[config.mk]
export PLATFORM = sky130hd
export DESIGN_NAME = program_loader_flat
export DESIGN_NICKNAME = d
export VERILOG_FILES = /design/src/rtl/rv_pkg.sv /design/src/rtl/program_loader_if.sv /design/src/rtl/rv_instr_encode.sv /design/src/rtl/program_loader.sv /design/src/flat_wrapper.sv
export SDC_FILE = /design/constraint.sdc
export NUM_CORES = 1
export LEC_CHECK = 0
export ABC_AREA = 1
export CELL_PAD_IN_SITES_DETAIL_PLACEMENT = 0
export CELL_PAD_IN_SITES_GLOBAL_PLACEMENT = 2
export CORE_MARGIN = 3
export CORE_UTILIZATION = 26
export DETAILED_ROUTE_END_ITERATION = 7
export GPL_ROUTABILITY_DRIVEN = 0
export PLACE_DENSITY_LB_ADDON = 0.1
export SETUP_SLACK_MARGIN = 0.15
export SLEW_MARGIN = 25
export SYNTH_ARGS = -nofsm -noshare
export SYNTH_HDL_FRONTEND = slang
export SYNTH_SLANG_ARGS = --single-unit
export TNS_END_PERCENT = 30
[constraint.sdc]
create_clock -name clk -period 2.55 [get_ports clk]
set_clock_uncertainty 0.1 [all_clocks]
set_input_delay 0.255 -clock clk [delete_from_list [all_inputs] [get_ports clk]]
set_output_delay 0.255 -clock clk [all_outputs]
set_load 0.02 [all_outputs]
[src/rtl/rv_pkg.sv]
// Shared RV32I constants for the program loader: command kinds, opcodes and
// immediate range limits, plus the kind-to-opcode lookup.
package rv_pkg;

  typedef enum logic [3:0] {
    K_R       = 4'd0,
    K_I_ARITH = 4'd1,
    K_LOAD    = 4'd2,
    K_STORE   = 4'd3,
    K_BRANCH  = 4'd4,
    K_JAL     = 4'd5,
    K_JALR    = 4'd6,
    K_LUI     = 4'd7,
    K_AUIPC   = 4'd8,
    K_SYSTEM  = 4'd9
  } kind_e;

  localparam logic [6:0] OP_R       = 7'h33;
  localparam logic [6:0] OP_I_ARITH = 7'h13;
  localparam logic [6:0] OP_LOAD    = 7'h03;
  localparam logic [6:0] OP_STORE   = 7'h23;
  localparam logic [6:0] OP_BRANCH  = 7'h63;
  localparam logic [6:0] OP_JAL     = 7'h6F;
  localparam logic [6:0] OP_JALR    = 7'h67;
  localparam logic [6:0] OP_LUI     = 7'h37;
  localparam logic [6:0] OP_AUIPC   = 7'h17;
  localparam logic [6:0] OP_SYSTEM  = 7'h73;

  localparam logic signed [31:0] IMM_I_MIN = -32'sd2048;
  localparam logic signed [31:0] IMM_I_MAX = 32'sd2047;
  localparam logic signed [31:0] IMM_B_MIN = -32'sd4096;
  localparam logic signed [31:0] IMM_B_MAX = 32'sd4095;
  localparam logic signed [31:0] IMM_J_MIN = -32'sd1048576;
  localparam logic signed [31:0] IMM_J_MAX = 32'sd1048575;

  function automatic logic [6:0] kind_opcode(input logic [3:0] kind);
    case (kind)
      K_R:       return OP_R;
      K_I_ARITH: return OP_I_ARITH;
      K_LOAD:    return OP_LOAD;
      K_STORE:   return OP_STORE;
      K_BRANCH:  return OP_BRANCH;
      K_JAL:     return OP_JAL;
      K_JALR:    return OP_JALR;
      K_LUI:     return OP_LUI;
      K_AUIPC:   return OP_AUIPC;
      K_SYSTEM:  return OP_SYSTEM;
      default:   return 7'h00;
    endcase
  endfunction

endpackage

[src/rtl/program_loader_if.sv]
// Command stream and memory write port of the program loader.
interface program_loader_if;
  import rv_pkg::*;

  logic        in_valid;
  logic        in_ready;
  logic [3:0]  in_kind;
  logic [4:0]  in_rd;
  logic [4:0]  in_rs1;
  logic [4:0]  in_rs2;
  logic [2:0]  in_funct3;
  logic [6:0]  in_funct7;
  logic [31:0] in_imm;
  logic        in_last;
  logic        mem_we;
  logic [31:0] mem_addr;
  logic [31:0] mem_wdata;
  logic        mem_ready;

  // The loader is the slave of the command stream and master of memory.
  modport slave (
    input  in_valid, in_kind, in_rd, in_rs1, in_rs2, in_funct3, in_funct7,
    input  in_imm, in_last, mem_ready,
    output in_ready, mem_we, mem_addr, mem_wdata
  );

  modport master (
    output in_valid, in_kind, in_rd, in_rs1, in_rs2, in_funct3, in_funct7,
    output in_imm, in_last, mem_ready,
    input  in_ready, mem_we, mem_addr, mem_wdata
  );
endinterface

[src/rtl/rv_instr_encode.sv]
// Combinational RV32I encoder: packs command fields into one instruction word
// and flags immediates the chosen format cannot represent.
module rv_instr_encode
  import rv_pkg::*;
(
  input  logic [3:0]         kind,
  input  logic [4:0]         rd,
  input  logic [4:0]         rs1,
  input  logic [4:0]         rs2,
  input  logic [2:0]         funct3,
  input  logic [6:0]         funct7,
  input  logic signed [31:0] imm,
  output logic [31:0]        word,
  output logic               range_err,
  output logic               kind_err
);

  logic [6:0] opcode;
  assign opcode = kind_opcode(kind);

  always_comb begin
    word      = '0;
    range_err = 1'b0;
    kind_err  = 1'b0;
    case (kind)
      K_R: word = {funct7, rs2, rs1, funct3, rd, opcode};
      K_I_ARITH, K_LOAD, K_JALR, K_SYSTEM: begin
        word      = {imm[11:0], rs1, funct3, rd, opcode};
        range_err = (imm < IMM_I_MIN) || (imm > IMM_I_MAX);
      end
      K_STORE: begin
        word      = {imm[11:5], rs2, rs1, funct3, imm[4:0], opcode};
        range_err = (imm < IMM_I_MIN) || (imm > IMM_I_MAX);
      end
      K_BRANCH: begin
        word      = {imm[12], imm[10:5], rs2, rs1, funct3, imm[4:1], imm[11], opcode};
        range_err = (imm < IMM_B_MIN) || (imm > IMM_B_MAX) || imm[0];
      end
      K_JAL: begin
        word      = {imm[20], imm[10:1], imm[11], imm[19:12], rd, opcode};
        range_err = (imm < IMM_J_MIN) || (imm > IMM_J_MAX) || imm[0];
      end
      K_LUI, K_AUIPC: begin
        word      = {imm[31:12], rd, opcode};
        range_err = (imm[11:0] != 12'd0);
      end
      default: kind_err = 1'b1;
    endcase
  end

endmodule

[src/rtl/program_loader.sv]
// Streams encoded RV32I words into memory from base_addr upward; rejected
// commands are consumed silently and leave a sticky error.
module program_loader
  import rv_pkg::*;
(
  input  logic                    clk,
  input  logic                    rst_n,
  input  logic                    start,
  input  logic [31:0]             base_addr,
  program_loader_if.slave         bus,
  output logic                    busy,
  output logic                    done,
  output logic                    err,
  output logic [15:0]             count
);

  localparam logic [1:0] S_IDLE  = 2'd0;
  localparam logic [1:0] S_LOAD  = 2'd1;
  localparam logic [1:0] S_DRAIN = 2'd2;
  localparam logic [1:0] S_DONE  = 2'd3;

  logic [1:0]  state;
  logic [31:0] load_base;
  logic        vld_p1;
  logic [31:0] wdata_p1;
  logic [31:0] enc_word;
  logic        range_err;
  logic        kind_err;
  logic        bad;
  logic        accept;
  logic        wr;

  rv_instr_encode u_encode (
    .kind      (bus.in_kind),
    .rd        (bus.in_rd),
    .rs1       (bus.in_rs1),
    .rs2       (bus.in_rs2),
    .funct3    (bus.in_funct3),
    .funct7    (bus.in_funct7),
    .imm       (bus.in_imm),
    .word      (enc_word),
    .range_err (range_err),
    .kind_err  (kind_err)
  );

  assign bad          = range_err || kind_err;
  assign wr           = vld_p1 && bus.mem_ready;
  assign bus.in_ready = (state == S_LOAD) && (!vld_p1 || bus.mem_ready);
  assign accept       = bus.in_valid && bus.in_ready;

  // Address tracks the written-word count, so a stalled word keeps its address.
  assign bus.mem_we    = vld_p1;
  assign bus.mem_wdata = wdata_p1;
  assign bus.mem_addr  = load_base + {14'd0, count, 2'b00};
  assign busy          = (state == S_LOAD) || (state == S_DRAIN);
  assign done          = (state == S_DONE);

  // Stage p1: registered output word and load control
  always_ff @(posedge clk or negedge rst_n) begin
    if (!rst_n) begin
      state     <= S_IDLE;
      load_base <= '0;
      vld_p1    <= 1'b0;
      wdata_p1  <= '0;
      count     <= '0;
      err       <= 1'b0;
    end else begin
      case (state)
        S_IDLE, S_DONE: begin
          if (start) begin
            state     <= S_LOAD;
            load_base <= base_addr;
            count     <= '0;
            err       <= 1'b0;
          end
        end
        S_LOAD: begin
          if (accept && bus.in_last)
            state <= (bad && !vld_p1) ? S_DONE : S_DRAIN;
        end
        S_DRAIN: begin
          if (!vld_p1 || bus.mem_ready)
            state <= S_DONE;
        end
        default: state <= S_IDLE;
      endcase

      if (accept && bad)
        err <= 1'b1;

      if (accept && !bad) begin
        vld_p1   <= 1'b1;
        wdata_p1 <= enc_word;
      end else if (wr) begin
        vld_p1 <= 1'b0;
      end

      if (wr)
        count <= count + 16'd1;
    end
  end

endmodule

[src/flat_wrapper.sv]
// flat-port wrapper written by rule: the top's interface ports become plain ports
module program_loader_flat import rv_pkg::*;
  (clk, rst_n, start, base_addr, busy, done, err, count, bus_in_valid, bus_in_kind, bus_in_rd, bus_in_rs1, bus_in_rs2, bus_in_funct3, bus_in_funct7, bus_in_imm, bus_in_last, bus_mem_ready, bus_in_ready, bus_mem_we, bus_mem_addr, bus_mem_wdata);
  program_loader_if bus_i ();
  input  logic clk;
  input  logic rst_n;
  input  logic start;
  input  logic [31:0] base_addr;
  output logic busy;
  output logic done;
  output logic err;
  output logic [15:0] count;
  input wire logic [$bits(bus_i.in_valid)-1:0] bus_in_valid;
  input wire logic [$bits(bus_i.in_kind)-1:0] bus_in_kind;
  input wire logic [$bits(bus_i.in_rd)-1:0] bus_in_rd;
  input wire logic [$bits(bus_i.in_rs1)-1:0] bus_in_rs1;
  input wire logic [$bits(bus_i.in_rs2)-1:0] bus_in_rs2;
  input wire logic [$bits(bus_i.in_funct3)-1:0] bus_in_funct3;
  input wire logic [$bits(bus_i.in_funct7)-1:0] bus_in_funct7;
  input wire logic [$bits(bus_i.in_imm)-1:0] bus_in_imm;
  input wire logic [$bits(bus_i.in_last)-1:0] bus_in_last;
  input wire logic [$bits(bus_i.mem_ready)-1:0] bus_mem_ready;
  output wire logic [$bits(bus_i.in_ready)-1:0] bus_in_ready;
  output wire logic [$bits(bus_i.mem_we)-1:0] bus_mem_we;
  output wire logic [$bits(bus_i.mem_addr)-1:0] bus_mem_addr;
  output wire logic [$bits(bus_i.mem_wdata)-1:0] bus_mem_wdata;
  assign bus_i.in_valid = bus_in_valid;
  assign bus_i.in_kind = bus_in_kind;
  assign bus_i.in_rd = bus_in_rd;
  assign bus_i.in_rs1 = bus_in_rs1;
  assign bus_i.in_rs2 = bus_in_rs2;
  assign bus_i.in_funct3 = bus_in_funct3;
  assign bus_i.in_funct7 = bus_in_funct7;
  assign bus_i.in_imm = bus_in_imm;
  assign bus_i.in_last = bus_in_last;
  assign bus_i.mem_ready = bus_mem_ready;
  assign bus_in_ready = bus_i.in_ready;
  assign bus_mem_we = bus_i.mem_we;
  assign bus_mem_addr = bus_i.mem_addr;
  assign bus_mem_wdata = bus_i.mem_wdata;
  program_loader u_core (.clk(clk), .rst_n(rst_n), .start(start), .base_addr(base_addr), .bus(bus_i), .busy(busy), .done(done), .err(err), .count(count));
endmodule
==> impl_metrics.env <==
export IMPL_cap_violations=0
export IMPL_routed_wl_mm=20.5
export IMPL_die_height_um=152
export IMPL_start_kind="flip-flop"
export IMPL_period_share_pct=104
export IMPL_min_period_ns=2.66
export IMPL_powerDensity_nw_per_um2=865
export IMPL_ys_types=41
export IMPL_rr_worst_depth=8
export IMPL_worst_slack_ns=-0.110
export IMPL_grt_max_degree=43
export IMPL_crit_fanout=6
export IMPL_clock_sinks=83
export IMPL_cts_buffers=9
export IMPL_syn2layout_area_growth_pct=69.0
export IMPL_end_kind="primary output"
export IMPL_hold_viol=0
export IMPL_post_drt_wl_per_cell_um=15.9
export IMPL_tns_ns=-0.765
export IMPL_syn_area_per_cell_um2=7.67
export IMPL_cpPeakStageDelay_ns=0.38
export IMPL_mostFrequentLayoutCell="nand2_1"
export IMPL_port_buffers=183
export IMPL_power_leakage_nw=4.34
export IMPL_power_ir_vdd_worst_v=0.000431
export IMPL_grt_pass1_vias=6293
export IMPL_arrival_ns=2.31
export IMPL_antennaDiodeCount=0
export IMPL_critPathRequiredTime_ns=2.19
export IMPL_violations="setup timing"
export IMPL_grt_pass1_wl_mm=32.8
export IMPL_drc=0
export IMPL_total_power_mw=8.09
export IMPL_coreArea_um2=20600
export IMPL_clock_root_buffer="clkbuf_16"
export IMPL_tightestPinTransition_ns=0.560
export IMPL_netlist_area_um2=5530
export IMPL_clk_latency_ns=0.35
export IMPL_htree_levels=3
export IMPL_status="complete, but fails checks"
export IMPL_post_route_util_pct=45.5
export IMPL_yosysWarnings=0
export IMPL_ys_seq_area_share_pct=37.5
export IMPL_cpMaxStageDelayCell="dfrtp_1"
export IMPL_rsz0062_at_grt="true"
export IMPL_final_cell_mix="169 x nand2_1, 153 x clkdlybuf4s50_1, 119 x buf_4"
export IMPL_overflow=0
export IMPL_ios=184
export IMPL_drtAntennaViolNets=0
export IMPL_synth_enable_flop_cells=0
export IMPL_synthesis_instances=721
export IMPL_cts_max_path_buffers=2
export IMPL_place_hpwl_mm=16.2
export IMPL_syn_nets=845
export IMPL_slew_viol_final=0
export IMPL_die_width_um=152
export IMPL_drive_above_1_share_pct=32.5
export IMPL_preCtsSetupSlack_ns=-0.407
export IMPL_antenna_found_initial=0
export IMPL_timing_hold_ws_ns=0.327
export IMPL_routed_via_density=4.59
export IMPL_crit_chain="ha_4 > inv_2 > fa_2 > nand3b_1 > nand2_2 > a21oi_4 > inv_2 > nand2_2 > nand2_4 > nand3_2 > xor2_2 > buf_6"
export IMPL_drt_initial_drc_count=250
export IMPL_final_cell_count_no_fill=1287
export IMPL_setup_viol=16
export IMPL_path_class="flip-flop to primary output"
export IMPL_die_area_um2=23100
export IMPL_grt_use_total_pct=17.5
export IMPL_dpl_cell_count=1260
export IMPL_initial_core_util_pct=26.9
export IMPL_fmaxAchievable_mhz=376
export IMPL_hp_class="input port to asynchronous set/reset pin"
export IMPL_synth_seq_cells=83
export IMPL_synth_ff_type="dfrtp_1"
export IMPL_num_rows=52
export IMPL_max_slew_margin_rel_pct=62.7
export IMPL_clk_pin_slew_ns=0.07
export IMPL_cts_tree="done"
export IMPL_fin_nets=1136
export IMPL_placedInstanceArea_um2=8440
export IMPL_fin_area_um2=9350
export IMPL_vias=5902
export IMPL_firstDrtPassIters=5
export IMPL_postSynth_asyncResetShare_pct=100
[report_power, final]
part | leakage [nW] | total, mW | internal (mW) | switching [mW]
registers | 1.07 | 2.27 | 1.83 | 0.440
clock network | 0.125 | 1.23 | 0.657 | 0.573
logic | 3.14 | 4.60 | 2.15 | 2.45
total | 4.34 | 8.09 | 4.63 | 3.46
[synthesized netlist by cell type (2+ instances only)]
cell / n / area, um^2
inv_1: 73 / 274
nand4_1: 12 / 75.1
a21o_1: 3 / 22.5
nor3b_1: 2 / 15.0
a31oi_1: 3 / 18.8
o21ai_2: 31 / 272
clkbuf_1: 7 / 26.3
buf_6: 6 / 67.6
a22oi_1: 15 / 113
o21ai_1: 2 / 10.0
buf_4: 3 / 22.5
ha_1: 24 / 300
nor2_2: 5 / 31.3
a21oi_1: 35 / 175
dfrtp_1: 83 / 2080
nand3_1: 29 / 145
inv_2: 5 / 18.8
xnor2_1: 9 / 78.8
nor2_1: 57 / 214
o21ai_0: 40 / 200
a32o_1: 2 / 20.0
o22ai_1: 3 / 18.8
nor3_1: 12 / 60.1
nand2_2: 33 / 206
a221oi_1: 3 / 26.3
a21boi_0: 4 / 30.0
xor2_1: 19 / 166
nand2_1: 188 / 706
[final timing paths]
kind	startpoint	endpoint	slack [ns]
worst max-delay path	u_core.load_base[2]$_DFFE_PN0P_	bus_mem_addr[30]	-0.11
worst min-delay path	rst_n	u_core.load_base[25]$_DFFE_PN0P_	0.33
worst max register to register	u_core.state[0]$_DFFE_PN0P_	u_core.count[6]$_DFFE_PN0P_	0.54
worst min register to register	u_core.load_base[0]$_DFFE_PN0P_	u_core.load_base[0]$_DFFE_PN0P_	0.39
max in group asynchronous	rst_n	u_core.bus.mem_wdata[20]$_DFFE_PN0P_	1.31
min in group clk	base_addr[5]	u_core.load_base[5]$_DFFE_PN0P_	0.34
[routing by layer]
| layer | wire, um | global-route usage, % | vias to the layer above |
|---|---|---|---|
| li1 | - | - | 2942 |
| met1 | 8690 | 21.2 | 2761 |
| met2 | 10200 | 30.4 | 172 |
| met3 | 1120 | 4.27 | 27 |
| met4 | 448 | 5.99 | 0 |
| met5 | 0 | 0 | - |
[logic make-up (layout without fill, tap and decap cells)]
kind of cell | count (synthesis) | after routing | share of synthesized area (%)
XOR/XNOR | 28 | 28 | 4.43
AND/OR/NAND/NOR | 346 | 346 | 27.8
AO/OA/AOI/OAI | 144 | 144 | 16.8
adder cells (fa/ha/maj) | 25 | 25 | 5.79
multiplexers | 1 | 1 | 0.181
buffers and inverters | 94 | 390 | 7.39
flip-flops | 83 | 83 | 37.5
[sequential cells by signal (all words and copies together) (netlist names)]
signal / count
u_core.bus.mem_wdata: 31
u_core.state: 2
u_core.load_base: 32
u_core.err: 1
u_core.count: 16
u_core.bus.mem_we: 1
[area by class of cell]
class,instances,area [um^2]
Clock buffer,11,233
Tap cell,270,338
Inverter,78,293
Fill cell,2025,11200
Clock inverter,5,30.0
Timing Repair Buffer,296,2700
Sequential cell,83,2080
Multi-Input combinational cell,544,3680
[what timing repair did]
| action | in CTS | in global routing |
|---|---|---|
| endpoints found under the setup margin | 29 | 57 |
| hold endpoints to repair | 33 | 0 |
| pin swaps | 26 | 33 |
| resized for setup | 197 | 73 |
| hold buffers | 1 | 0 |
| setup buffers | 7 | 3 |
[worst max-delay path, delay by kind of cell, from the launching register on]
family | cells | cell delay (ns)
simple gates | 5 | 0.59
flops | 1 | 0.38
compound gates | 1 | 0.08
xor+xnor | 1 | 0.16
fa+ha+maj | 2 | 0.51
buf+inv | 3 | 0.24
Note: power is estimated with default switching activity, not from simulation.
